## config.mk

```make
export PLATFORM = sky130hd
export DESIGN_NAME = lpif_dstrm_sched
export DESIGN_NICKNAME = d
export VERILOG_FILES = /design/src/rtl/lpif_dstrm_sched_pkg.sv /design/src/rtl/lpif_dstrm_sched_rr_arb.sv /design/src/rtl/lpif_dstrm_sched.sv
export SDC_FILE = /design/constraint.sdc
export NUM_CORES = 1
export LEC_CHECK = 0
export ABC_CLOCK_PERIOD_IN_PS = 8600
export CORE_AREA = 4 4 672 674
export DETAILED_ROUTE_END_ITERATION = 10
export DIE_AREA = 0 0 676 678
export DONT_BUFFER_PORTS = 1
export GPL_TIMING_DRIVEN = 0
export HOLD_SLACK_MARGIN = 0.08
export PLACE_DENSITY = 0.3
export SYNTH_ARGS = -nofsm -noshare
export SYNTH_HDL_FRONTEND = slang
export SYNTH_SLANG_ARGS = --single-unit
```

## constraint.sdc

```tcl
create_clock -name clk_wr -period 8.6 [get_ports clk_wr]
set_input_delay 0.43 -clock clk_wr [delete_from_list [all_inputs] [get_ports clk_wr]]
set_output_delay 0.43 -clock clk_wr [all_outputs]
set_load 0.1 [all_outputs]
```

## src/rtl/lpif_dstrm_sched_pkg.sv

```systemverilog
// Shared types and constants for the LPIF downstream scheduler.
package lpif_sched_pkg;

  localparam int unsigned SLOTS    = 4;
  localparam int unsigned SLOT_DW  = 128;
  localparam int unsigned SLOT_CW  = 8;
  localparam int unsigned PROTID_W = 2;

  typedef enum logic [1:0] {
    ST_OFFLINE = 2'd0,
    ST_LOAD    = 2'd1,
    ST_ACTIVE  = 2'd2,
    ST_DRAIN   = 2'd3
  } sched_state_e;

  // Number of occupied flit slots in a 4-slot valid mask.
  function automatic logic [2:0] popcount4(input logic [3:0] v);
    return 3'(v[0]) + 3'(v[1]) + 3'(v[2]) + 3'(v[3]);
  endfunction

endpackage

```

## src/rtl/lpif_dstrm_sched_rr_arb.sv

```systemverilog
// Round-robin arbiter: first eligible requester at or after the pointer wins.
module lpif_rr_arb
  import lpif_sched_pkg::*;
#(
  parameter int unsigned NUM_REQ = 2
) (
  input  logic                i_clk,
  input  logic                i_rst_n,
  input  logic [NUM_REQ-1:0]  i_elig,
  input  logic                i_upd_en,
  output logic [NUM_REQ-1:0]  o_grant,
  output logic [PROTID_W-1:0] o_winner
);

  logic [PROTID_W-1:0] r_ptr;
  logic                w_found;

  // Two passes: indices >= pointer first, then wrap to the low indices.
  always_comb begin
    o_grant  = '0;
    o_winner = '0;
    w_found  = 1'b0;
    for (int unsigned i = 0; i < NUM_REQ; i++) begin
      if (!w_found && i_elig[i] && (i >= 32'(r_ptr))) begin
        w_found    = 1'b1;
        o_grant[i] = 1'b1;
        o_winner   = PROTID_W'(i);
      end
    end
    for (int unsigned i = 0; i < NUM_REQ; i++) begin
      if (!w_found && i_elig[i]) begin
        w_found    = 1'b1;
        o_grant[i] = 1'b1;
        o_winner   = PROTID_W'(i);
      end
    end
  end

  // Pointer advances past the winner only when a grant is taken.
  always_ff @(posedge i_clk) begin
    if (!i_rst_n) begin
      r_ptr <= '0;
    end else if (i_upd_en) begin
      if (o_winner == PROTID_W'(NUM_REQ - 1)) r_ptr <= '0;
      else                                    r_ptr <= o_winner + 1'b1;
    end
  end

endmodule

```

## src/rtl/lpif_dstrm_sched.sv

```systemverilog
// Downstream scheduler and credit controller in front of the LPIF datapath.
module lpif_dstrm_sched
  import lpif_sched_pkg::*;
#(
  parameter int unsigned NUM_REQ  = 2,
  parameter int unsigned CREDIT_W = 8
) (
  input  logic                            clk_wr,
  input  logic                            rst_wr_n,
  input  logic                            tx_online,
  input  logic [CREDIT_W-1:0]             init_downstream_credit,
  input  logic [2:0]                      credit_return,
  input  logic [3:0]                      lp_state,
  input  logic [NUM_REQ-1:0]              req_valid,
  input  logic [NUM_REQ*SLOTS-1:0]        req_dvalid,
  input  logic [NUM_REQ*SLOTS*SLOT_DW-1:0] req_data,
  input  logic [NUM_REQ*SLOTS*SLOT_CW-1:0] req_crc,
  input  logic [NUM_REQ*SLOTS-1:0]        req_crc_valid,
  output logic [NUM_REQ-1:0]              req_ready,
  output logic [4*SLOTS-1:0]              dstrm_state,
  output logic [PROTID_W*SLOTS-1:0]       dstrm_protid,
  output logic [SLOTS*SLOT_DW-1:0]        dstrm_data,
  output logic [SLOTS-1:0]                dstrm_dvalid,
  output logic [SLOTS*SLOT_CW-1:0]        dstrm_crc,
  output logic [SLOTS-1:0]                dstrm_crc_valid,
  output logic [SLOTS-1:0]                dstrm_valid,
  output logic [CREDIT_W-1:0]             credit_avail,
  output logic [31:0]                     sched_debug_status
);

  sched_state_e r_state, w_state_nxt;

  logic [NUM_REQ-1:0]         w_elig, w_grant;
  logic [PROTID_W-1:0]        w_winner;
  logic                       w_any_grant, w_zero_dv;
  logic [SLOTS-1:0]           w_dv_i;
  logic [SLOTS-1:0]           w_win_dv, w_win_cv;
  logic [SLOTS*SLOT_DW-1:0]   w_win_data;
  logic [SLOTS*SLOT_CW-1:0]   w_win_crc;
  logic [PROTID_W*SLOTS-1:0]  w_protid;

  logic [2:0]                 w_ret_beats, w_used;
  logic [CREDIT_W+1:0]        w_credit_sum;
  logic                       w_ovf, w_ovf_set;
  logic [CREDIT_W-1:0]        r_credit, w_credit_nxt;

  logic                       r_cr_ovf, r_zero_dv;
  logic [PROTID_W-1:0]        r_last_win;
  logic [15:0]                r_gnt_cnt;

  logic [4*SLOTS-1:0]         r_dstrm_state;
  logic [PROTID_W*SLOTS-1:0]  r_protid;
  logic [SLOTS*SLOT_DW-1:0]   r_data;
  logic [SLOTS-1:0]           r_dvalid, r_crc_valid;
  logic [SLOTS*SLOT_CW-1:0]   r_crc;

  // Per-requester eligibility; reset suppresses any same-cycle handshake.
  always_comb begin
    w_elig    = '0;
    w_zero_dv = 1'b0;
    w_dv_i    = '0;
    for (int unsigned i = 0; i < NUM_REQ; i++) begin
      w_dv_i = req_dvalid[i*SLOTS +: SLOTS];
      if (req_valid[i] && (w_dv_i != '0) &&
          (CREDIT_W'(popcount4(w_dv_i)) <= r_credit) &&
          (r_state == ST_ACTIVE) && rst_wr_n)
        w_elig[i] = 1'b1;
      if (req_valid[i] && (w_dv_i == '0))
        w_zero_dv = 1'b1;
    end
  end

  lpif_rr_arb #(
    .NUM_REQ (NUM_REQ)
  ) u_arb (
    .i_clk    (clk_wr),
    .i_rst_n  (rst_wr_n),
    .i_elig   (w_elig),
    .i_upd_en (w_any_grant),
    .o_grant  (w_grant),
    .o_winner (w_winner)
  );

  assign w_any_grant = |w_grant;
  assign req_ready   = w_grant;

  // Select the granted requester's slices and build per-slot protocol ids.
  always_comb begin
    w_win_dv   = '0;
    w_win_cv   = '0;
    w_win_data = '0;
    w_win_crc  = '0;
    w_protid   = '0;
    for (int unsigned i = 0; i < NUM_REQ; i++) begin
      if (w_grant[i]) begin
        w_win_dv   = req_dvalid[i*SLOTS +: SLOTS];
        w_win_cv   = req_crc_valid[i*SLOTS +: SLOTS];
        w_win_data = req_data[i*SLOTS*SLOT_DW +: SLOTS*SLOT_DW];
        w_win_crc  = req_crc[i*SLOTS*SLOT_CW +: SLOTS*SLOT_CW];
      end
    end
    for (int unsigned k = 0; k < SLOTS; k++) begin
      if (w_win_dv[k]) w_protid[k*PROTID_W +: PROTID_W] = w_winner;
    end
  end

  // Link state machine; tx_online re-assertion in DRAIN beats the OFFLINE exit.
  always_comb begin
    w_state_nxt = r_state;
    case (r_state)
      ST_OFFLINE: if (tx_online) w_state_nxt = ST_LOAD;
      ST_LOAD:    w_state_nxt = tx_online ? ST_ACTIVE : ST_OFFLINE;
      ST_ACTIVE:  if (!tx_online) w_state_nxt = ST_DRAIN;
      ST_DRAIN: begin
        if (tx_online)                             w_state_nxt = ST_ACTIVE;
        else if (r_credit == init_downstream_credit) w_state_nxt = ST_OFFLINE;
      end
      default:    w_state_nxt = ST_OFFLINE;
    endcase
  end

  // Credit update: consume granted beats, add capped returns, saturate.
  always_comb begin
    w_ret_beats  = (credit_return > 3'd4) ? 3'd4 : credit_return;
    w_used       = w_any_grant ? popcount4(w_win_dv) : 3'd0;
    w_credit_sum = (CREDIT_W+2)'(r_credit) - (CREDIT_W+2)'(w_used)
                 + (CREDIT_W+2)'(w_ret_beats);
    w_ovf        = w_credit_sum > (CREDIT_W+2)'({CREDIT_W{1'b1}});
    w_ovf_set    = 1'b0;
    if ((r_state == ST_OFFLINE) || (w_state_nxt == ST_OFFLINE)) begin
      w_credit_nxt = '0;
    end else if (r_state == ST_LOAD) begin
      w_credit_nxt = init_downstream_credit;
    end else if (w_ovf) begin
      w_credit_nxt = '1;
      w_ovf_set    = 1'b1;
    end else begin
      w_credit_nxt = w_credit_sum[CREDIT_W-1:0];
    end
  end

  // State, credit, status and registered downstream outputs.
  always_ff @(posedge clk_wr) begin
    if (!rst_wr_n) begin
      r_state       <= ST_OFFLINE;
      r_credit      <= '0;
      r_cr_ovf      <= 1'b0;
      r_zero_dv     <= 1'b0;
      r_last_win    <= '0;
      r_gnt_cnt     <= '0;
      r_dstrm_state <= '0;
      r_protid      <= '0;
      r_data        <= '0;
      r_dvalid      <= '0;
      r_crc         <= '0;
      r_crc_valid   <= '0;
    end else begin
      r_state       <= w_state_nxt;
      r_credit      <= w_credit_nxt;
      r_dstrm_state <= {SLOTS{lp_state}};
      if (w_ovf_set) r_cr_ovf  <= 1'b1;
      if (w_zero_dv) r_zero_dv <= 1'b1;
      if (w_any_grant) begin
        r_last_win  <= w_winner;
        r_gnt_cnt   <= r_gnt_cnt + 16'd1;
        r_protid    <= w_protid;
        r_data      <= w_win_data;
        r_dvalid    <= w_win_dv;
        r_crc       <= w_win_crc;
        r_crc_valid <= w_win_cv;
      end else begin
        r_protid    <= '0;
        r_data      <= '0;
        r_dvalid    <= '0;
        r_crc       <= '0;
        r_crc_valid <= '0;
      end
    end
  end

  assign dstrm_state        = r_dstrm_state;
  assign dstrm_protid       = r_protid;
  assign dstrm_data         = r_data;
  assign dstrm_dvalid       = r_dvalid;
  assign dstrm_valid        = r_dvalid;
  assign dstrm_crc          = r_crc;
  assign dstrm_crc_valid    = r_crc_valid;
  assign credit_avail       = r_credit;
  assign sched_debug_status = {r_state, r_last_win, 8'(r_credit),
                               r_cr_ovf, r_zero_dv, 2'b00, r_gnt_cnt};

endmodule

```

Word level (Yosys, flattened, before mapping)
Cells that the tools add are included.
Storage, ports and cells
  word-level logic and storage cells: 108
  bits in registers: 608
  output and inout bits: 622
  input bits: 1124
Cells by class
  mux-type cells: 35
  add/subtract/negate cells: 13
  equal/unequal tests: 5
  bitwise gates (word level): 1
  reductions and logical operators: 32
  magnitude comparators: 6
Operator list (count)
  $mux 512: 2
  $mux 32: 2
  $add 16x1->16 const B: 1
  $le 3x8->1: 2
  $mux 1: 16
  $mux 4: 4
  $mux 8: 2
  $logic_and 1x1->1: 15
  $mux 2: 6
  $reduce_and 3->1: 4
  $add 9x4->10: 1
  $gt 10x8->1 const B: 1
  $add 2x1->3: 3
  $add 3x1->3: 3
  $sub 8x3->9: 1
  $eq 8x8->1: 1
  $logic_not 4->1: 2
  $pmux 2 s4: 1
  $reduce_bool 4->1: 2
  $add 1x1->2: 3
  $mux 3: 2
  $eq 2x2->1 const B: 2
  $ge 1x2->1 const A: 2
  $logic_not 2->1: 2
  9 further kinds: 12

Depth between registers and ports, before layout
Gate-level depths: netlist (run 1).
  depth in word-level cells: 31
  depth in mapped cells: 30
  depth with buffers taken out: 26

Modules after synthesis
From an unflattened synthesis (run 1), not the netlist that was laid out.
Second synthesis, totals
  cell total of the unflattened synthesis: 2171
  area total of the unflattened synthesis: 22267.6 sq um
By module, submodules not included
  lpif_dstrm_sched: instances 1, cells each 2162, area each 22188.8 sq um, seq. area each 11891.4 sq um
  lpif_rr_arb: instances 1, cells each 9, area each 78.8 sq um, seq. area each 20.0 sq um

Least setup slack after synthesis (run 1)
Ideal clock, no wire load.
  path type: input to register
  from: input port req_dvalid[4]
  to: register r_credit[0], in the netlist credit_avail[0]
  setup slack: 2052 ps
  library setup time: 91 ps
  path buffers: 4
  stages: 28
  required time: 8509 ps
  data arrival time: 6457 ps
  path through: inv_1 > fa_1 > inv_1 > ha_1 > ha_1 > ha_1 > nor2b_1 > o21ai_0 > a211o_1 > nand3_2 > and3_1 > buf_2 > buf_6 > buf_2 > a21o_1 > ha_1 > ha_1 > nor2b_1 > ha_1 > fa_1 > fa_1 > inv_1 > a21oi_1 > a21oi_1 > o22ai_1 > or3_1 > buf_2 > a311oi_1
On the way
  elaborated cells on any way between the ends: 33
  classes of those cells: 8 x add/sub; 2 x order compare; 11 x mux; 12 x reduce/logical
RTL lines
  start: declaration: RTL line lpif_dstrm_sched.sv:15  | input logic [NUM_REQ*SLOTS-1:0] req_dvalid,
  $add 1x1->2: RTL line lpif_dstrm_sched_pkg.sv:18  | return 3'(v[0]) + 3'(v[1]) + 3'(v[2]) + 3'(v[3]);
  $add 2x1->3: RTL line lpif_dstrm_sched_pkg.sv:18
  $add 3x1->3: RTL line lpif_dstrm_sched_pkg.sv:18
  $le 3x8->1: RTL line lpif_dstrm_sched.sv:65  | (CREDIT_W'(popcount4(w_dv_i)) <= r_credit) &&
  $logic_and 1x1->1 *: RTL line lpif_dstrm_sched.sv:64  | if (req_valid[i] && (w_dv_i != '0) &&
  $logic_and 1x1->1 *: RTL line lpif_dstrm_sched.sv:65
  $logic_and 1x1->1 *: RTL line lpif_dstrm_sched.sv:66  | (r_state == ST_ACTIVE) && rst_wr_n)
  $mux 1 *: RTL line lpif_dstrm_sched.sv:64
  (+6 left out)
  named net req_ready[0]: RTL line lpif_dstrm_sched.sv:19  | output logic [NUM_REQ-1:0] req_ready,
  (+2 left out)
  named net w_win_dv[3]: RTL line lpif_dstrm_sched.sv:37  | logic [SLOTS-1:0] w_win_dv, w_win_cv;
  $add 3x1->3 *: RTL line lpif_dstrm_sched_pkg.sv:18
  $mux 3 *: RTL line lpif_dstrm_sched.sv:125  | w_used = w_any_grant ? popcount4(w_win_dv) : 3'd0;
  $sub 8x3->9 *: RTL line lpif_dstrm_sched.sv:126  | w_credit_sum = (CREDIT_W+2)'(r_credit) - (CREDIT_W+2)'(w_used)
  $add 9x4->10 *: RTL line lpif_dstrm_sched.sv:127  | + (CREDIT_W+2)'(w_ret_beats);
  $gt 10x8->1: RTL line lpif_dstrm_sched.sv:128  | w_ovf = w_credit_sum > (CREDIT_W+2)'({CREDIT_W{1'b1}});
  $mux 8 *: RTL line lpif_dstrm_sched.sv:134  | end else if (w_ovf) begin
  $mux 8 *: RTL line lpif_dstrm_sched.sv:132  | end else if (r_state == ST_LOAD) begin
  end signal: assignment: RTL line lpif_dstrm_sched.sv:159  | r_credit <= w_credit_nxt;
  end: declaration: RTL line lpif_dstrm_sched.sv:45  | logic [CREDIT_W-1:0] r_credit, w_credit_nxt;
Mark *: on every way through the listed nets, which the timed path passes. The rest lies on a longest branch.
A chain may end at the register's enable or synchronous reset.

Worst setup path in the final report (run 1)
Same ends and word-level chain as after synthesis.

==> metrics.yaml, run 1 <==
cts_htree_levels: 3
wl_per_cell_um: 38.7
worstPathMaxFanout: 11
port_buffers: 0
flow.area_growth_from_synthesis_pct: 112
timing.critical_path.mode_cell: "sky130_fd_sc_hd__ha_1"
routabilityCongestion: 0.952
hold_class: "in -> reg"
postSynth.topFlopCell: "sky130_fd_sc_hd__dfxtp_1"
grt_first_pass_wirelength_mm: 392
antenna_violations_before_repair: 469
clk_path_buf_depth: 4
drc: 0
numCtsBuffers: 88
postSynth.asyncResetShare: 0
vias: 22900
grt.overflow.total: 0
final_layout_size_suffix_gt1_frac: 0.119
power_report.internal_total_w: 0.00529
violations: "capacitance limit, slew limit"
grt_start_max_net_pins: 14
critPathLaunchType: "primary input"
firstDrtPassIters: 5
syn-instance-count: 1577
dieWidth_um: 676
crit_path_start: "req_dvalid[4]"
r2r_setup_slack_ns: 0.64
crit_arrival_ns: 8.74
synth_top_cell_area_share: 0.601
critical-path-slowest-cell: "sky130_fd_sc_hd__buf_2"
status: "finished, violations left"
pwr-share-comb: 0.077
seq_power_share: 0.417
start_util: 0.0442
hold_path_depth: 2
register_bit_count_reported_by_yosys: 590
timing.hold.ws_ns: 0.240
rsz0062_at_grt: "no"
ant_nets: 0
nets: 3949
grt_pass1_vias: 21600
crit-reg2reg-launch: "credit_avail[4]"
yosys.cell_types.count: 51
multi_input_comb_area_um2: 6490
p_leak_nw: 15.9
critical_path_required_ns: 9.33
power.share.switching: 0.303
timing_worst_setup_path_type: "in -> reg"
dieArea_um2: 458000
cell_row_count: 245
synthesis.yosys.warnings: 0
critical_path.max_stage_delay_ns: 0.72
final_min_period_over_clock_period: 0.932
synth_enable_flop_cells: 0
fp.dieH_um: 678
critical_path.reg2reg.endpoint: "credit_avail[0]"
hpwl_mm: 313
timing.max_slew.rel_slack: -0.0303
worstRegToRegCells: 23
hold_viol_final: 0
part_of_the_total_power_dissipated_in_the_clock_network: 0.506
routed_wl_mm: 346
kind_of_end_point_of_the_critical_path: "register"
cell_taking_the_most_area_after_synthesis: "sky130_fd_sc_hd__dfxtp_1"
power_density_nw_per_um2: 182
achievable-frequency_mhz: 125
post-synth-top-count-cell: "sky130_fd_sc_hd__dfxtp_1"
worst-slew-pin-transition_ns: 1.54
num-fill-cells: 51200
clock_pin_slew_reported_for_the_worst_setup_and_hold_paths_after_clock_tree_synthesis_ns: 0.07
p_switching_w: 0.00230
detail_route.iter0.violations: 2020
place_ws_ns: 0.295
global_route.usage.total: 0.144
hold_path.startpoint: "req_data[922]"
worst_slack_ns: 0.588
finalSetupViolCount: 0
peakVddDrop_v: 0.000139
cts_tree: "built"
routed_via_density: 2.56
hold-path-endpoint: "dstrm_data[410]"
postSynthAreaPerCell_um2: 12.5
max_slew_violation_count: 1
synth_common_cells: "sky130_fd_sc_hd__dfxtp_1 (590), sky130_fd_sc_hd__a22o_1 (548), sky130_fd_sc_hd__buf_2 (65)"
seq_area_frac_synth: 0.601
design.portCount: 1746
finalClockSkew_ns: 0.0775
drv_cap: 1
period_minus_slack_ns: 8.01
clk_root_buffer_cell: "sky130_fd_sc_hd__clkbuf_16"
synth_top_area_cells: "sky130_fd_sc_hd__dfxtp_1 (60%), sky130_fd_sc_hd__a22o_1 (24%), sky130_fd_sc_hd__buf_6 (2.7%)"
cts.sinks: 590
worst_skew_pair.late_latency_ns: 0.85
floorplan.core_area_um2: 445000
layout.area.seq_um2: 11900
synth_area_um2: 19700
stage by stage:
stage,cells,util,total power (W),cell area [µm²],TNS (ns)
after floorplan,1583,-,0.00334,19700,0
after global placement,7511,0.0609,0.00348,27100,-2.34
after detailed placement,7512,0.0611,0.00348,27200,0
after CTS,8791,0.0929,0.00774,41300,0
after global routing,8877,0.0934,0.00783,41500,0
final,8955,0.0938,0.00759,41700,0
per-layer routing:
metal | GRT usage | wire (µm)
met1 | 0.133 | 109000
met2 | 0.239 | 161000
met3 | 0.108 | 57200
met4 | 0.0580 | 16800
met5 | 0 | 1910
layout make-up:
class                   count  share of cell area
clock buffers             115              0.0581
diodes                    164             0.00983
flip-flops and latches    590               0.284
clock inverters            39              0.0113
plain buffers             168              0.0303
repair buffers           1126               0.270
well taps                5928               0.178
multi-input cells         794               0.156
inverters                  31             0.00279
power groups by stage:
stage | registers (W) | logic, W | clock network [W]
2_1_floorplan | 0.00317 | 0.000172 | 0
3_3_place_gp | 0.00323 | 0.000249 | 0
3_5_place_dp | 0.00323 | 0.000252 | 0
4_1_cts | 0.00317 | 0.000583 | 0.00399
5_1_grt | 0.00317 | 0.000610 | 0.00405
6_report | 0.00317 | 0.000583 | 0.00384
registers in the layout, indices dropped and copies added, names as in the netlist:
register / cells
dstrm_protid: 4
dstrm_state: 4
r_zero_dv: 1
dstrm_crc_valid: 4
u_arb.r_ptr: 1
dstrm_crc: 32
r_last_win: 1
dstrm_data: 512
r_cr_ovf: 1
credit_avail: 8
r_gnt_cnt: 16
r_state: 2
dstrm_dvalid: 4
what timing repair did:
item                      in CTS  in global routing
gates resized for setup        0                  0
hold buffers                1125                  0
buffers inserted               0                  0
hold endpoints to repair     581                  0
cells by family (layout without fill, tap and decap cells):
kind of cell               after synthesis  count (layout)  share of synthesized area
AOI/OAI and AO/OA                      621             621                      0.269
DFF                                    590             590                      0.601
other                                    1             171                   0.000191
muxes                                    4               4                    0.00210
xor gates and xnor gates                18              18                    0.00802
adders and majority gates               26              26                     0.0181
buffers and inverters                  199            1479                     0.0702
and+or+nand+nor                        118             118                     0.0322
worst max-delay path, delay by kind of cell:
| family | cells | cell delay [ns] |
|---|---|---|
| simple gates | 5 | 0.90 |
| fa+ha+maj | 9 | 2.98 |
| buf+inv | 8 | 2.65 |
| compound gates | 7 | 1.71 |
placed cells by master (no fill, tap or decap), types with 30 or more instances in the layout:
cell | Yosys | final
sky130_fd_sc_hd__clkbuf_16 | 0 | 88
sky130_fd_sc_hd__buf_2 | 65 | 65
sky130_fd_sc_hd__buf_6 | 48 | 48
sky130_fd_sc_hd__dlygate4sd3_1 | 0 | 1125
sky130_fd_sc_hd__dfxtp_2 | 0 | 34
sky130_fd_sc_hd__diode_2 | 0 | 164
sky130_fd_sc_hd__a22o_1 | 548 | 548
sky130_fd_sc_hd__buf_4 | 48 | 48
sky130_fd_sc_hd__inv_1 | 30 | 30
sky130_fd_sc_hd__dfxtp_1 | 590 | 556
how the worst max path moves through the flow:
stage | to | slack [ns]
4_1_cts | credit_avail[5] | 0.39
3_5_place_dp | credit_avail[1] | 0.30
3_3_place_gp | credit_avail[1] | -0.31
2_1_floorplan | credit_avail[0] | 2.05
5_1_grt | credit_avail[0] | 0.17
6_report | credit_avail[0] | 0.59
No activity file was read; power rests on OpenSTA's default activity.
==> run 2, diff against run 1 <==
Settings changed: CORE_AREA 4 4 672 674 to 2 2 690 692, DIE_AREA 0 0 676 678 to 0 0 692 694.
==> metrics.yaml, run 2 (synthesized netlist as in run 1, its figures left out) <==
clock_pin_slew_reported_for_the_worst_setup_and_hold_paths_after_clock_tree_synthesis_ns: 0.06  # was 0.07 ns
num-fill-cells: 54600  # was 51200
cts.sinks: 590  # unchanged
routabilityCongestion: 1.17  # was 0.952
hold_path.startpoint: "rst_wr_n"  # was req_data[922]
worstPathMaxFanout: 10  # was 11
design.portCount: 1746  # unchanged
finalClockSkew_ns: 0.105  # was 0.0775 ns
flow.area_growth_from_synthesis_pct: 114  # was 112%
drv_cap: 0  # was 1
period_minus_slack_ns: 7.81  # was 8.01 ns
hold-path-endpoint: "r_cr_ovf"  # was dstrm_data[410]
worstSetupPathDepth: 24  # was 29
power_density_nw_per_um2: 178  # was 182 nW/µm²
multi_input_comb_area_um2: 6490  # unchanged
routed_via_density: 2.53  # was 2.56
worstRegToRegCells: 24  # was 23
peakVddDrop_v: 0.000144  # was 0.000139 V
cts_tree: "built"  # unchanged
hold_path_depth: 2  # unchanged
cpLargestDelayFamily: "adder cells"  # unchanged
part_of_the_total_power_dissipated_in_the_clock_network: 0.501  # was 0.506
cts_setup_buffers: 0  # unchanged
globalRouteMet3Util: 0.102  # was 0.108
grt_start_max_net_pins: 14  # unchanged
timing_worst_setup_path_type: "reg -> reg"  # was in -> reg
layout_common_cells: "sky130_fd_sc_hd__dlygate4sd3_1 (1125), sky130_fd_sc_hd__dfxtp_1 (559), sky130_fd_sc_hd__a22o_1 (548)"  # was sky130_fd_sc_hd__dlygate4sd3_1 (1125), sky130_fd_sc_hd__dfxtp_1 (556), sky130_fd_sc_hd__a22o_1 (548)
critical_path.reg2reg.endpoint: "credit_avail[5]"  # was credit_avail[0]
port_buffers: 0  # unchanged
final_min_period_over_clock_period: 0.908  # was 0.932
grt.met1_usage: 0.130  # was 0.133
grt_pass1_vias: 21500  # was 21600
largest_reg_flops: 512  # unchanged
wl_per_cell_um: 36.1  # was 38.7 µm
vias: 23400  # was 22900
critical_path_required_ns: 9.26  # was 9.33 ns
seq_power_share: 0.423  # was 0.417
fin_tns_setup_ns: 0  # unchanged
timing.hold.ws_ns: 0.212  # was 0.240 ns
clk_path_buf_depth: 4  # unchanged
timing.max_slew.rel_slack: 0.0177  # was -0.0303
worst-slew-pin-transition_ns: 1.47  # was 1.54 ns
kind_of_end_point_of_the_critical_path: "register"  # unchanged
p_switching_w: 0.00227  # was 0.00230 W
power_report.internal_total_w: 0.00522  # was 0.00529 W
p_leak_nw: 15.9  # about the same
rsz0062_at_grt: "no"  # unchanged
critical_path.max_stage_delay_ns: 1.23  # was 0.72 ns
worst_skew_pair.late_latency_ns: 0.87  # was 0.85 ns
critPathLaunchType: "register"  # was primary input
antenna_violations_before_repair: 458  # was 469
status: "complete, no violations"  # was finished, violations left
routed_wl_mm: 334  # was 346 mm
timing.critical_path.cells: "inv_1, ha_1, o21ai_0, a211o_1, nand3_2, and3_1, buf_2, buf_6, clkbuf_4, a21o_1, ha_1, ha_1, ha_1, nand2b_1, inv_1, fa_1, fa_1, inv_1, a21oi_1, a21oi_1, o22ai_1, or3_1, buf_2, a311oi_1"
firstDrtPassIters: 6  # was 5
dieArea_um2: 480000  # was 458000 µm²
global_routing_usage_on_met2: 0.209  # was 0.239
power.share.switching: 0.303  # about the same
dieWidth_um: 692  # was 676 µm
clk_root_buffer_cell: "sky130_fd_sc_hd__clkbuf_16"  # unchanged
numCtsBuffers: 86  # was 88
timing.critical_path.mode_cell: "sky130_fd_sc_hd__ha_1"  # unchanged
grt_first_pass_wirelength_mm: 377  # was 392 mm
grt.overflow.total: 0  # unchanged
layout.area.seq_um2: 11900  # about the same
grt_busiest_layer: "met2"  # unchanged
r2r_setup_slack_ns: 0.79  # was 0.64 ns
path_buf_inv: 7  # was 8
crit-reg2reg-launch: "credit_avail[2]"  # was credit_avail[4]
global_route.usage.total: 0.132  # was 0.144
detail_route.iter0.violations: 2558  # was 2020
drc: 0  # unchanged
ant_nets: 0  # unchanged
mostFrequentLayoutCell: "sky130_fd_sc_hd__dlygate4sd3_1"  # unchanged
fp.dieH_um: 694  # was 678 µm
cell_row_count: 253  # was 245
cts_htree_levels: 3  # unchanged
finalSetupViolCount: 0  # unchanged
hold_class: "in -> reg"  # unchanged
hpwl_mm: 297  # was 313 mm
crit_arrival_ns: 8.46  # was 8.74 ns
start_util: 0.0416  # was 0.0442
critical-path-slowest-cell: "sky130_fd_sc_hd__dfxtp_1"  # was sky130_fd_sc_hd__buf_2
pwr-share-comb: 0.077  # about the same
nets: 3948  # was 3949
achievable-frequency_mhz: 128  # was 125 MHz
floorplan.core_area_um2: 473000  # was 445000 µm²
max_slew_violation_count: 0  # was 1
hold_viol_final: 0  # unchanged
final_layout_size_suffix_gt1_frac: 0.118  # was 0.119
## run 2: cell types whose count changed in the layout (fill, tap and decap cells not counted), moves of 2 or more
cell,delta
sky130_fd_sc_hd__diode_2,-17
sky130_fd_sc_hd__inv_6,+6
sky130_fd_sc_hd__clkbuf_8,-3
sky130_fd_sc_hd__clkinv_2,-3
sky130_fd_sc_hd__dfxtp_1,+3
sky130_fd_sc_hd__dfxtp_2,-3
sky130_fd_sc_hd__clkinv_4,-2
sky130_fd_sc_hd__clkinv_8,+2
sky130_fd_sc_hd__clkinvlp_4,+2
## run 2: cell type report
| class | count | area share |
|---|---|---|
| buffer | 168 | 0.0301 |
| sequential | 590 | 0.282 |
| timing repair buffer | 1127 | 0.269 |
| clock inverter | 42 | 0.0114 |
| clock buffer | 111 | 0.0561 |
| inverter | 31 | 0.00277 |
| multi-input combinational | 794 | 0.154 |
| antenna | 147 | 0.00875 |
| tap | 6247 | 0.186 |
## run 2: worst max path at each step
| stage | start | to | slack (ns) |
|---|---|---|---|
| floorplan | req_dvalid[4] | credit_avail[0] | 2.05 |
| global placement | credit_avail[0] | credit_avail[0] | 0.09 |
| detailed placement | credit_avail[1] | credit_avail[5] | 0.08 |
| CTS | credit_avail[1] | credit_avail[5] | 0.03 |
| global route | req_dvalid[5] | credit_avail[5] | 0.24 |
| finish | credit_avail[2] | credit_avail[5] | 0.79 |
## run 2: repair_timing
| action | CTS | global route |
|---|---|---|
| resized for setup | 0 | 2 |
| hold endpoints to repair | 580 | 0 |
| endpoints found under the setup margin | 0 | 8 |
| hold buffers | 1125 | 0 |
## run 2: routing by layer
layer | vias to the layer above | wire (µm) | share of wire
met5 | - | 1990 | 0.0059
met4 | 222 | 16500 | 0.049
met3 | 1077 | 56100 | 0.17
met2 | 2536 | 148000 | 0.44
met1 | 11000 | 112000 | 0.33
li1 | 8580 | - | -
## run 2: power by group through the flow
stage	sequential [W]	clock [W]	combinational, W
floorplan	0.00317	0	0.000172
global placement	0.00323	0	0.000239
detailed placement	0.00322	0	0.000245
CTS	0.00317	0.00389	0.000568
global route	0.00317	0.00397	0.000598
finish	0.00316	0.00375	0.000573
## run 2: worst register-to-register path: cells and delay by family (launching register included)
| kind | cells | cell delay, ns |
|---|---|---|
| compound gates | 7 | 1.69 |
| simple gates | 4 | 0.84 |
| flops | 1 | 1.23 |
| buf+inv | 7 | 1.92 |
| fa+ha+maj | 6 | 2.01 |
## run 2: stage by stage
stage	setup slack (ns)	std cells	util	area, µm²	total power (W)
final	0.792	9257	0.0889	42100	0.00749
after global routing	0.235	9190	0.0885	41900	0.00774
after CTS	0.0343	9110	0.0881	41700	0.00763
after detailed placement	0.0800	7832	0.0583	27600	0.00347
after global placement	0.0875	7830	0.0581	27500	0.00347
after floorplan	2.05	1583	-	19700	0.00334
